[src/rtl/apb_addr_decoder_pkg.sv]
// Shared types and constants for the APB region decoder: FSM states, default
// index-field placement and the base address of every peripheral region.
package apbDecode_package;

    typedef enum logic [2:0] {
        ST_IDLE     = 3'd0,
        ST_M_SETUP  = 3'd1,
        ST_M_ACCESS = 3'd2,
        ST_RESP     = 3'd3,
        ST_DEC_ERR  = 3'd4
    } state_e;

    localparam int DEF_SEL_LSB = 12;
    localparam int DEF_SEL_W   = 4;

    // Region i occupies [i << DEF_SEL_LSB, (i+1) << DEF_SEL_LSB).
    localparam logic [31:0] REGION_BASE [16] = '{
        32'h0000_0000, 32'h0000_1000, 32'h0000_2000, 32'h0000_3000,
        32'h0000_4000, 32'h0000_5000, 32'h0000_6000, 32'h0000_7000,
        32'h0000_8000, 32'h0000_9000, 32'h0000_A000, 32'h0000_B000,
        32'h0000_C000, 32'h0000_D000, 32'h0000_E000, 32'h0000_F000
    };

    function automatic logic [7:0] sat_inc(input logic [7:0] value);
        return (value == 8'hFF) ? value : value + 8'd1;
    endfunction

endpackage

[src/rtl/apb_addr_decoder_timeout_ctr.sv]
// Loadable down-counter that flags expiry once it has counted down to zero.
module apb_timeout_ctr
    import apbDecode_package::*;
#(
    parameter int WIDTH = 4
) (
    input  logic             clk,
    input  logic             rst,
    input  logic             load,
    input  logic [WIDTH-1:0] load_value,
    input  logic             dec,
    output logic             expired
);

    logic [WIDTH-1:0] count_reg;

    always_ff @(posedge clk or posedge rst) begin
        if (rst) begin
            count_reg <= '0;
        end else if (load) begin
            count_reg <= load_value;
        end else if (dec && (count_reg != '0)) begin
            count_reg <= count_reg - WIDTH'(1);
        end
    end

    assign expired = (count_reg == '0);

endmodule

[src/rtl/apb_addr_decoder.sv]
// APB fan-out: decodes a region index from the upstream address, runs the
// transfer on the selected target and returns a registered one-cycle response.
module apb_addr_decoder
    import apbDecode_package::*;
#(
    parameter int NUM_TGT = 4,
    parameter int ADDR_W  = 32,
    parameter int DATA_W  = 32,
    parameter int SEL_LSB = DEF_SEL_LSB,
    parameter int SEL_W   = DEF_SEL_W,
    parameter int TIMEOUT = 16
) (
    input  logic                      clk,
    input  logic                      rst,
    input  logic                      s_psel,
    input  logic                      s_penable,
    input  logic [ADDR_W-1:0]         s_paddr,
    input  logic                      s_pwrite,
    input  logic [DATA_W-1:0]         s_pwdata,
    output logic                      s_pready,
    output logic [DATA_W-1:0]         s_prdata,
    output logic                      s_pslverr,
    output logic [NUM_TGT-1:0]        m_psel,
    output logic                      m_penable,
    output logic [ADDR_W-1:0]         m_paddr,
    output logic                      m_pwrite,
    output logic [DATA_W-1:0]         m_pwdata,
    input  logic [NUM_TGT-1:0]        m_pready,
    input  logic [NUM_TGT*DATA_W-1:0] m_prdata,
    input  logic [NUM_TGT-1:0]        m_pslverr,
    output logic [7:0]                err_count
);

    localparam int CNT_W = $clog2(TIMEOUT);
    localparam logic [CNT_W-1:0] TIMEOUT_LOAD = CNT_W'(TIMEOUT - 1);

    state_e              state_reg;
    logic [SEL_W-1:0]    idx;
    logic                idx_valid;
    logic [NUM_TGT-1:0]  sel_onehot;
    logic [DATA_W-1:0]   masked_rdata [NUM_TGT];
    logic [DATA_W-1:0]   sel_rdata;
    logic                sel_ready;
    logic                sel_err;
    logic                to_expired;

    assign idx       = s_paddr[SEL_LSB +: SEL_W];
    assign idx_valid = (32'(idx) < 32'(NUM_TGT));

    // m_psel is one-hot while a transfer is live, so it doubles as the mask
    // that makes unselected targets' responses invisible.
    genvar gi;
    generate
        for (gi = 0; gi < NUM_TGT; gi++) begin : g_tgt
            assign sel_onehot[gi]   = (32'(idx) == gi);
            assign masked_rdata[gi] = m_psel[gi] ? m_prdata[gi*DATA_W +: DATA_W] : '0;
        end
    endgenerate

    always_comb begin
        sel_rdata = '0;
        for (int i = 0; i < NUM_TGT; i++) begin
            sel_rdata = sel_rdata | masked_rdata[i];
        end
    end

    assign sel_ready = |(m_pready & m_psel);
    assign sel_err   = |(m_pslverr & m_psel);

    apb_timeout_ctr #(
        .WIDTH(CNT_W)
    ) u_timeout_ctr (
        .clk        (clk),
        .rst        (rst),
        .load       (state_reg == ST_M_SETUP),
        .load_value (TIMEOUT_LOAD),
        .dec        (state_reg == ST_M_ACCESS),
        .expired    (to_expired)
    );

    always_ff @(posedge clk or posedge rst) begin
        if (rst) begin
            state_reg <= ST_IDLE;
            s_pready  <= 1'b0;
            s_prdata  <= '0;
            s_pslverr <= 1'b0;
            m_psel    <= '0;
            m_penable <= 1'b0;
            m_paddr   <= '0;
            m_pwrite  <= 1'b0;
            m_pwdata  <= '0;
            err_count <= '0;
        end else begin
            case (state_reg)
                ST_IDLE: begin
                    s_pready  <= 1'b0;
                    s_pslverr <= 1'b0;
                    s_prdata  <= '0;
                    if (s_psel && !s_penable) begin
                        m_paddr  <= s_paddr;
                        m_pwrite <= s_pwrite;
                        m_pwdata <= s_pwdata;
                        if (idx_valid) begin
                            m_psel    <= sel_onehot;
                            state_reg <= ST_M_SETUP;
                        end else begin
                            // Response is raised now so it is visible the cycle after setup.
                            s_pready  <= 1'b1;
                            s_pslverr <= 1'b1;
                            err_count <= sat_inc(err_count);
                            state_reg <= ST_DEC_ERR;
                        end
                    end
                end
                ST_M_SETUP: begin
                    m_penable <= 1'b1;
                    state_reg <= ST_M_ACCESS;
                end
                ST_M_ACCESS: begin
                    if (sel_ready) begin
                        m_psel    <= '0;
                        m_penable <= 1'b0;
                        s_pready  <= 1'b1;
                        s_pslverr <= sel_err;
                        s_prdata  <= m_pwrite ? '0 : sel_rdata;
                        state_reg <= ST_RESP;
                    end else if (to_expired) begin
                        m_psel    <= '0;
                        m_penable <= 1'b0;
                        s_pready  <= 1'b1;
                        s_pslverr <= 1'b1;
                        s_prdata  <= '0;
                        err_count <= sat_inc(err_count);
                        state_reg <= ST_RESP;
                    end
                end
                ST_RESP, ST_DEC_ERR: begin
                    s_pready  <= 1'b0;
                    s_pslverr <= 1'b0;
                    s_prdata  <= '0;
                    state_reg <= ST_IDLE;
                end
                default: begin
                    state_reg <= ST_IDLE;
                end
            endcase
        end
    end

endmodule
[config.mk]
export PLATFORM = sky130hd
export DESIGN_NAME = apb_addr_decoder
export DESIGN_NICKNAME = d
export VERILOG_FILES = /design/src/rtl/apb_addr_decoder_pkg.sv /design/src/rtl/apb_addr_decoder_timeout_ctr.sv /design/src/rtl/apb_addr_decoder.sv
export SDC_FILE = /design/constraint.sdc
export NUM_CORES = 1
export LEC_CHECK = 0
export BUFFER_PORTS_ARGS = -buffer_cell sky130_fd_sc_hd__clkbuf_2
export CORE_ASPECT_RATIO = 2
export CORE_MARGIN = 8
export CORE_UTILIZATION = 47
export CTS_CLUSTER_SIZE = 16
export DETAILED_ROUTE_END_ITERATION = 6
export HOLD_SLACK_MARGIN = 0.08
export PLACE_DENSITY = 0.86
export SYNTH_ARGS = -nofsm -noshare
export SYNTH_HDL_FRONTEND = slang
export SYNTH_SLANG_ARGS = --single-unit
[constraint.sdc]
create_clock -name clk -period 5.1 [get_ports clk]
set_input_delay 0 -clock clk [delete_from_list [all_inputs] [get_ports clk]]
set_output_delay 0 -clock clk [all_outputs]
set_load 0.01 [all_outputs]
* Yosys cells after proc, flatten, opt, wreduce, memory -nomap -nowiden
Cells that the tools add are included. W data, S select, Z words.
Word-level totals: bits in registers 119, latch bits 0, memory bits (writable) 0, ROM bits 0, input bits 205, output and inout bits 112, word-level logic and storage cells 92, memories 0
Operators by class: $add $sub $neg 2, $mul 0, divide/modulo/power cells 0, $lt $le $gt $ge 1, equal/unequal tests 14, shifts and indexed selects 0, mux-type cells 36, bitwise logic cells 5, reductions and logical operators 23
Operators with widths (number):
- $mux W32 | 7
- $or A32 B32 Y32 | 3
- $pmux W32 S2 | 1
- $mux W8 | 5
- $mux W4 | 6
- $pmux W8 S2 | 1
- $mux W3 | 4
- $ne A2 B2 Y1 const B | 5
- $reduce_and A2 Y1 | 5
- $pmux W3 S3 | 1
- $add A8 B1 Y8 const B | 1
- $and A4 B4 Y4 | 2
- $eq A4 B2 Y1 const B | 2
- $eq A8 B8 Y1 const B | 1
- $logic_not A4 Y1 | 2
- $pmux W4 S2 | 1
- $reduce_bool A2 Y1 | 4
- $reduce_or A4 Y1 | 2
- $mux W1 | 7
- $eq A3 B2 Y1 const B | 2
- $pmux W1 S3 | 2
- $reduce_and A5 Y1 | 1
- $eq A4 B1 Y1 const B | 1
- $lt A4 B3 Y1 const B | 1
- other kinds (13) | 14

* Logic depth before layout (Yosys ltp)
depth in word-level cells 7, mapped depth 7, gate-level depth less buffers 7

* By module
From an unflattened synthesis, not the netlist that was laid out.
Second synthesis, totals: cell total of the unflattened synthesis 438, area total of the unflattened synthesis 5337.6 um^2
By module, submodules not included:
- apb_addr_decoder | times used 1, cells each 410, area an instance 5076.1 um^2, seq. area each 2877.8 um^2
- apb_timeout_ctr | times used 1, cells each 28, area an instance 261.5 um^2, seq. area each 100.1 um^2

* Worst setup path before layout
No wires, ideal clock.
path type register to register, from reg u_timeout_ctr.count_reg[0], to reg err_count[1], library setup time 0.128 ns, data arrival time 1.773 ns, slack 3.199 ns, cell stages (with the launch flop) 7, buffers on the path 0, cells stage by stage dfrtp_1 -> inv_1 -> ha_1 -> nor3b_1 -> nand4_1 -> a21oi_2 -> mux2_1
On the way: cells in the longest elaborated chain, start to end 3
RTL lines:
- from (decl) | RTL line apb_addr_decoder_timeout_ctr.sv:15 | logic [WIDTH-1:0] count_reg;
- from (signal assigned) | RTL line apb_addr_decoder_timeout_ctr.sv:21 | count_reg <= load_value;
- from (signal assigned) | RTL line apb_addr_decoder_timeout_ctr.sv:23 | count_reg <= count_reg - WIDTH'(1);
- $logic_not A4 Y1 | RTL line apb_addr_decoder_timeout_ctr.sv:27 | assign expired = (count_reg == '0);
- $ne A2 B2 Y1 (no line)
- $reduce_and A5 Y1 (no line)
- to (signal assigned) | RTL line apb_addr_decoder.sv:110 | err_count <= sat_inc(err_count);
- to (signal assigned) | RTL line apb_addr_decoder.sv:133 | err_count <= sat_inc(err_count);
- to (decl) | RTL line apb_addr_decoder.sv:31 | output logic [7:0] err_count
Every way passes these cells. A chain may end at the register's enable or synchronous reset.

* Final worst setup path
from reg u_timeout_ctr.count_reg[0], to reg m_psel[1]
On the way: cells in the longest elaborated chain, start to end 3
RTL lines:
- $logic_not A4 Y1 | RTL line apb_addr_decoder_timeout_ctr.sv:27
- $ne A3 B3 Y1 (no line)
- $reduce_and A4 Y1 (no line)
- to (signal assigned) | RTL line apb_addr_decoder.sv:104 | m_psel <= sel_onehot;
- to (decl) | RTL line apb_addr_decoder.sv:23 | output logic [NUM_TGT-1:0] m_psel,
Every way passes these cells.

==> impl_metrics.env <==
export IMPL_syn_to_final_growth_pct=67.4
export IMPL_gr_usage_all_layers=0.329
export IMPL_cts_tree="done"
export IMPL_maximum_number_of_pins_on_one_net_before_global_route_repair=67
export IMPL_holdBufCountCts=134
export IMPL_later_pin_clock_latency_in_the_skew_report_ns=0.41
export IMPL_die_x_um=91.6
export IMPL_synth_enable_flop_cells=0
export IMPL_place_inst=872
export IMPL_drt_pass1_iterations=6
export IMPL_synth_seq_cells=119
export IMPL_net_count_of_the_finished_layout=1090
export IMPL_grt_util_met2=0.565
export IMPL_hold_path_class="in -> reg"
export IMPL_clk_transition_reported_paths_ns=0.06
export IMPL_worstSetupStartpointType="flop"
export IMPL_setup_viol_count_final=0
export IMPL_drt_iter0_drc=483
export IMPL_maxClockFrequency_ghz=0.386
export IMPL_cts_post_setup_buffers_inserted=0
export IMPL_hold_slack_ns=0.114
export IMPL_maxCapViolations=0
export IMPL_post_synth_num_cell_types=44
export IMPL_post_route_ant_nets=0
export IMPL_synth_cells=436
export IMPL_synth_area_sq_um=5370
export IMPL_worstSetupPathType="reg -> reg"
export IMPL_cts_buffers=17
export IMPL_io_pin_count=317
export IMPL_worst_slew_margin_rel=0.454
export IMPL_dp_hpwl_mm=15.5
export IMPL_final_min_clock_period_ns=2.59
export IMPL_endpoint_kind="flop"
export IMPL_totalPowerFinal_mw=4.55
export IMPL_worst_slew_pin_transition_ns=0.820
export IMPL_route_detailed_vias_per_inst=5.83
export IMPL_yosysWarnings=0
export IMPL_antenna_violations_before_repair=4
export IMPL_async_set_reset_flop_share_out_of_synthesis=1.00
export IMPL_gr_usage_met3=0.0936
export IMPL_ctsHtreeMaxLevel=4
export IMPL_drt_total_wl_mm=25.5
export IMPL_synth_area_per_cell_sq_um=12.3
export IMPL_finish_cell_count_without_fillers=1041
export IMPL_totalNegativeSetupSlack_ns=0
export IMPL_fin_worst_skew_ns=0.00699
export IMPL_drt_wirelength_per_cell_um=24.5
export IMPL_gp_congestion=0.915
export IMPL_floorplan_die_area_sq_um=15300
export IMPL_core_area_sq_um=11200
export IMPL_power_density_cell_area_nw_per_um2=506
export IMPL_worst_ir_drop_vdd_uv=466
export IMPL_clk_root_buffer_cell="clkbuf_16"
export IMPL_postSynthNetCount=643
export IMPL_critical_path_max_fanout=7
export IMPL_reg_top3="m_paddr (32), m_pwdata (32), s_prdata (32)"
export IMPL_floorplan_rows=55
export IMPL_critical_path_required_ns=5.38
export IMPL_ys_flop_type="dfrtp_1"
export IMPL_synth_sequential_area_ratio=0.555
export IMPL_globalRouteOverflowTotal=0
export IMPL_busiest_layer="met2"
export IMPL_static_leakage_power_nw=4.37
export IMPL_die_height_um=167
export IMPL_port_buffers=316
export IMPL_layout_drive_gt1_share=0.481
export IMPL_cts_sinks=119
export IMPL_slew_viol_final=0
export IMPL_final_period_utilization=0.508
export IMPL_routed_via_count=6067
export IMPL_most_common_layout_cells="316 x clkbuf_2, 134 x dlygate4sd3_1, 119 x dfrtp_1"
export IMPL_grt_met1_usage=0.335
export IMPL_worstPathArrival_ns=2.87
export IMPL_result_of_the_run="finished clean"
export IMPL_start_util=0.479
export IMPL_first_global_vias=6754
export IMPL_placedInstanceArea_sq_um=7020
export IMPL_cts_path_max_buffers=2
export IMPL_first_pass_grt_wire_length_mm=38.9
export IMPL_postLayoutCellArea_sq_um=8990
export IMPL_leading_cell_type_in_the_layout_fill_and_taps_excluded="clkbuf_2"
export IMPL_hold_violations=0
export IMPL_post_cts_resize_count=0
export IMPL_route_detailed_drc=0
export IMPL_grt_setup_unrepaired="no"
-- area by class of cell --
cell class	count	area [sq um]
Clock inverter	13	169
Tap cell	142	178
Sequential cell	119	2980
Clock buffer	19	453
Multi-Input combinational cell	279	2190
Fill cell	608	2230
Timing Repair Buffer	458	2980
Inverter	8	32.5
Antenna cell	3	7.51
-- per-stage QoR --
step	utilization	setup slack, ns
detailed placement	0.626	2.94
CTS	0.801	2.56
global route	0.802	2.36
global placement	0.626	3.06
finish	0.802	2.51
floorplan	-	1.94
-- worst max-delay path, stage by stage, from the launching register on --
cell and delay, ns:
dfrtp_1 0.39, inv_1 0.10, ha_1 0.21, or3b_2 0.47
nand2_1 0.18, o221ai_1 0.32, nand2_1 0.16, o21ai_1 0.07
dlygate4sd3_1 0.56
-- cell families (layout without fill, tap and decap cells) --
kind of cell             Yosys count  in the layout  share of synthesized area
XOR/XNOR                           6              6                    0.00979
adder cells (fa/ha/maj)            2              2                    0.00466
AND/OR/NAND/NOR                   81             81                     0.0757
buffers and inverters             38            498                     0.0375
multiplexers                      68             68                      0.142
flip-flops                       119            119                      0.555
other                              0              3                          0
AO/OA/AOI/OAI                    122            122                      0.175
-- where the power goes --
part	switching, mW	internal [mW]
clock	0.460	0.800
combinational	0.903	0.855
sequential	0.264	1.27
-- per-layer routing --
| metal | wire length [um] | vias up | part of all wire |
|---|---|---|---|
| met5 | 13 | - | 0.00051 |
| met4 | 1540 | 2 | 0.060 |
| li1 | - | 2534 | - |
| met2 | 13400 | 447 | 0.53 |
| met3 | 2150 | 124 | 0.084 |
| met1 | 8360 | 2960 | 0.33 |
-- worst paths after layout --
kind,startpoint,endpoint,slack (ns),depth (start not counted)
max,u_timeout_ctr.count_reg[0]$_DFFE_PP0P_,m_psel[1]$_DFFE_PP0P_,2.51,8
min,m_pready[2],m_penable$_DFFE_PP0P_,0.11,4
max reg2reg,u_timeout_ctr.count_reg[0]$_DFFE_PP0P_,m_psel[1]$_DFFE_PP0P_,2.51,8
min reg2reg,s_pready$_DFFE_PP0P_,s_pready$_DFFE_PP0P_,0.48,1
max in group asynchronous,rst,s_prdata[19]$_DFFE_PP0P_,3.56,4
min in group asynchronous,rst,m_pwdata[17]$_DFFE_PP0P_,0.24,3
-- synthesized netlist by cell type (3+ instances only) --
| cell type | n | area [sq um] |
|---|---|---|
| xnor2_1 | 5 | 43.8 |
| clkbuf_1 | 15 | 56.3 |
| nand2_1 | 48 | 180 |
| a221oi_1 | 33 | 289 |
| and3_1 | 5 | 31.3 |
| a21oi_1 | 3 | 15.0 |
| a31oi_1 | 3 | 18.8 |
| inv_1 | 8 | 30.0 |
| mux2_2 | 65 | 732 |
| buf_2 | 8 | 40.0 |
| o21ai_1 | 32 | 160 |
| o21ai_0 | 7 | 35.0 |
| a22o_1 | 33 | 289 |
| dfrtp_1 | 119 | 2980 |
| nor2_1 | 8 | 30.0 |
| buf_6 | 6 | 67.6 |
| nand4_1 | 4 | 25.0 |
(Power assumes the default switching activity.)
